**src/rtl/mux_n_reg.sv**
```systemverilog
// Registered N-input operand select with valid, stall/flush and a sticky
// flag for out-of-range selects; sits on a pipeline stage boundary.
module mux_n_reg #(
  parameter int WIDTH  = 32,
  parameter int INPUTS = 4,
  parameter int SEL_W  = $clog2(INPUTS)
) (
  input  logic                    clk,
  input  logic                    rst_n,
  input  logic                    in_valid,
  input  logic                    stall,
  input  logic                    flush,
  input  logic [SEL_W-1:0]        sel,
  input  logic [INPUTS*WIDTH-1:0] in_bus,
  input  logic                    err_clr,
  output logic                    out_valid,
  output logic [WIDTH-1:0]        out_data,
  output logic [SEL_W-1:0]        out_sel,
  output logic                    sel_err
);

  logic [WIDTH-1:0] sel_data;
  logic             sel_hit;
  logic             load;
  logic             load_bad;

  // A miss (no matching index) is exactly the out-of-range case; this also
  // keeps the decode free of constant compares when INPUTS is a power of two.
  always_comb begin
    sel_data = '0;
    sel_hit  = 1'b0;
    for (int i = 0; i < INPUTS; i++) begin
      if (SEL_W'(i) == sel) begin
        sel_data = in_bus[i*WIDTH +: WIDTH];
        sel_hit  = 1'b1;
      end
    end
  end

  assign load     = !flush && !stall;
  assign load_bad = load && in_valid && !sel_hit;

  always_ff @(posedge clk or negedge rst_n) begin
    if (!rst_n) begin
      out_valid <= 1'b0;
      out_data  <= '0;
      out_sel   <= '0;
      sel_err   <= 1'b0;
    end else begin
      if (flush) begin
        out_valid <= 1'b0;
        out_data  <= '0;
        out_sel   <= '0;
      end else if (load) begin
        out_valid <= in_valid;
        if (in_valid) begin
          out_sel  <= sel;
          out_data <= sel_data;
        end
      end
      // set beats clear when both land on the same edge
      if (load_bad) begin
        sel_err <= 1'b1;
      end else if (err_clr) begin
        sel_err <= 1'b0;
      end
    end
  end

endmodule

```
**config.mk**
```make
export PLATFORM = sky130hd
export DESIGN_NAME = mux_n_reg
export DESIGN_NICKNAME = d
export VERILOG_FILES = /design/src/rtl/mux_n_reg.sv
export SDC_FILE = /design/constraint.sdc
export NUM_CORES = 1
export LEC_CHECK = 0
export ABC_AREA = 1
export BUFFER_PORTS_ARGS = -buffer_cell sky130_fd_sc_hd__buf_4
export CAP_MARGIN = 10
export CORE_UTILIZATION = 42
export CTS_CLUSTER_DIAMETER = 60
export DETAILED_ROUTE_END_ITERATION = 12
export PLACE_DENSITY = 0.81
export SLEW_MARGIN = 5
export SYNTH_ARGS = -nofsm -noshare
export SYNTH_HDL_FRONTEND = slang
export SYNTH_SLANG_ARGS = --single-unit
```
**constraint.sdc**
```tcl
create_clock -name clk -period 0.8 [get_ports clk]
set_input_delay 0.16 -clock clk [delete_from_list [all_inputs] [get_ports clk]]
set_output_delay 0.16 -clock clk [all_outputs]
set_load 0.02 [all_outputs]
```
==> results.ini <==
[outcome]
status=complete, but fails checks
violations=negative setup slack

[critical_path]
timing.critical_path.from_type=flip-flop
crit_chain=buf_6
cp_num_buf_inv=1
critPathArrivalTime_ns=0.84
cpLargestDelayFamily=flip-flops
end_kind=output pin
worstSetupPathType=flip-flop to output pin
max_stage_delay_ns=0.41
timing.rr.start=out_data[25]
critical_path.slowest_cell=sky130_fd_sc_hd__dfrtp_1
worst_ep_required_time_ns=0.64
cp_max_fo=2
worst_setup_path_startpoint=out_data[18]

[yosys]
post_synth.cell_area_avg_um2=6.13
syn_area_um2=2500
yosysTopAreaCell=sky130_fd_sc_hd__dfrtp_1
synth-async-reset-ratio_pct=100
synth.top_cells.by_count=sky130_fd_sc_hd__nand2_1 (180), sky130_fd_sc_hd__nor2_1 (65), sky130_fd_sc_hd__dfrtp_1 (36)
synth_sequential_area_ratio_pct=36.0
post-synth-top-count-cell=sky130_fd_sc_hd__nand2_1
synth_top_flop_cell=sky130_fd_sc_hd__dfrtp_1
synth_enable_flop_cells=0
synth_area_leaders=sky130_fd_sc_hd__dfrtp_1 (36%), sky130_fd_sc_hd__nand2_1 (27%), sky130_fd_sc_hd__nor2_1 (9.8%)
portion_of_synthesized_cell_area_occupied_by_the_leading_cell_type_pct=36.0
netlist_instances=408
synth-warning-count=0
synth_seq_cells=36
post_synth_cell_types=17
synthesis.nets=544

[grt]
antenna_found_initial=0
groute.usage.overall_pct=29.4
gr-total-overflow=0
grt_pass1_vias=3245
grt_start_max_net_pins=37
grt_pass1_wl_um=14300

[sta]
finalMaxSlewViolations=0
final-hold-violation-count=0
fin_crit_sh_pct=125
peak_freq_ghz=1.00
layout_min_cycle_time_ns=0.997
fin_ws_ns=-0.197
slew_headroom_pct=76.8
grt_setup_unrepaired=true
setup_violations=45
worst_pin_slew_ns=0.348
timing.clock.skew_ns=0
finalSetupTns_ns=-6.52

[worst_hold_path]
worstHoldStart=err_clr
holdCritPathClass=input port to flip-flop

[die]
core_um2=5610
initial_utilization_pct=44.6
fp.dieH_um=79.2
dieArea_um2=6270
die-width_um=79.2
floorplan.rows=27
ioPinCount=172

[clock_tree]
worst_skew_pair_later_pin_latency_ns=0.28
htree_num_levels=2
cts_inserted_buffers=5
numClockSinks=36
max_clock_buf_depth=2
cts_tree=built
clock_tree.root_cell=sky130_fd_sc_hd__clkbuf_8
cts.reportedPaths.clkPinSlew_ns=0.07

[final_layout]
antenna_cells_inserted=0
fill_cells=327
drive_above_1_share_pct=44.7
final_net_count=754
final_util_pct=84.5
area.growth.synth_to_final_pct=89.4

[pwr]
net-switching-power_w=0.00160
clock_power_share_pct=23.1
seqPwrFrac_pct=38.5
cellPowerDensity_nw_per_um2=1100
ir_worst_vdd_uv=606
total_leakage_power_nw=2.78
power_switching_share_pct=30.6
combPwrFrac_pct=38.4
internal-power_w=0.00362

[placement]
dp_hpwl_um=6580
gp_routability_congestion=0.881
numPortBuffers=171

[drt]
detail_route.wirelength_um=10100
avgRoutedWirePerCell_um=14.6
vias=3490
detailedRoute.firstIterationViolations=162
route.antenna.remaining_nets=0
drc_errors=0
drt_pre_antenna_iters=4
post_drt_via_cell_ratio=5.06

[run]
max_cap_viol_count=0

state kept, by name (all words and copies together), names as in the netlist:
name,cells
out_data,32
out_sel,2
out_valid,1
sel_err,1
final cells by class:
cell class / instances / area [um^2] / area share (%)
Inverter: 33 / 130 / 2.75
Clock inverter: 1 / 5.00 / 0.106
Tap cell: 72 / 90.1 / 1.90
Timing Repair Buffer: 224 / 2020 / 42.7
Sequential cell: 36 / 901 / 19.0
Clock buffer: 6 / 72.6 / 1.53
Multi-Input combinational cell: 318 / 1520 / 32.0
placed cells by master (no fill, tap or decap), types with 2 or more instances in the layout:
cell	instances
sky130_fd_sc_hd__nand2_4	5
sky130_fd_sc_hd__clkinv_2	2
sky130_fd_sc_hd__inv_1	31
sky130_fd_sc_hd__buf_4	166
sky130_fd_sc_hd__nor2_4	3
sky130_fd_sc_hd__nand2_2	21
sky130_fd_sc_hd__nand2_1	155
sky130_fd_sc_hd__nor2_1	65
sky130_fd_sc_hd__nand3b_1	14
sky130_fd_sc_hd__o21ai_1	9
sky130_fd_sc_hd__o21ai_0	10
sky130_fd_sc_hd__clkbuf_8	5
sky130_fd_sc_hd__nand3_1	20
sky130_fd_sc_hd__nand3_2	15
sky130_fd_sc_hd__buf_12	11
sky130_fd_sc_hd__dfrtp_1	36
sky130_fd_sc_hd__buf_6	44
sky130_fd_sc_hd__clkbuf_16	2
stage by stage:
stage	hold WS, ns	power, W	setup WS [ns]	cell area, um^2	instances
global route	0.0211	0.00549	-0.220	4740	690
detailed placement	0.149	0.00365	-0.315	4020	649
finish	0.0262	0.00522	-0.197	4740	690
global placement	0.148	0.00362	-0.253	4020	649
CTS	0.0135	0.00499	-0.199	4340	671
floorplan	-0.136	0.00272	-0.102	2560	408
cell families (layout without fill, tap and decap cells):
logic type             count (synthesis)  count (layout)  synth area share [%]
AOI/OAI and AO/OA                     19              19                  3.80
DFF                                   36              36                  36.0
buffers and inverters                 56             264                  10.5
and+or+nand+nor                      297             299                  49.7
timing repair:
action / in CTS / in global routing
setup buffers: 14 / 20
gates cloned: 0 / 4
pin swaps: 0 / 32
endpoints found under the setup margin: 37 / 97
gates resized for setup: 37 / 60
endpoints found under the hold margin: 36 / 0
hold buffers: 1 / 0
layer usage:
layer,track usage (%),share of wire (%),vias to the layer above
met5,0,0,-
met4,11.8,2.9,0
met3,7.36,8.2,31
met2,52.5,52,189
met1,33.2,37,1605
li1,-,-,1665
power groups by stage:
| stage | combinational, W | sequential [W] | clock, W |
|---|---|---|---|
| finish | 0.00200 | 0.00201 | 0.00120 |
| global route | 0.00216 | 0.00201 | 0.00132 |
| CTS | 0.00176 | 0.00200 | 0.00123 |
| detailed placement | 0.00163 | 0.00201 | 0 |
| global placement | 0.00161 | 0.00201 | 0 |
| floorplan | 0.000592 | 0.00213 | 0 |
worst reg2reg max path, cell delays in order, from the launching register on:
cell	delay, ns
sky130_fd_sc_hd__dfrtp_1	0.40
sky130_fd_sc_hd__buf_4	0.14
sky130_fd_sc_hd__buf_4	0.12
sky130_fd_sc_hd__nand2_1	0.05
sky130_fd_sc_hd__nand2_1	0.05
path summary, 6_finish.rpt:
kind	to	slack, ns	cells after the start
hold reg to reg	out_data[10]	0.51	2
max in group asynchronous	out_data[21]	0.20	2
setup reg to reg	out_data[25]	-0.07	4
min in group asynchronous	out_data[8]	0.33	2
setup / recovery	out_data[18]	-0.20	1
hold / removal	sel_err	0.03	2
Power figures use the tool's default switching activity.
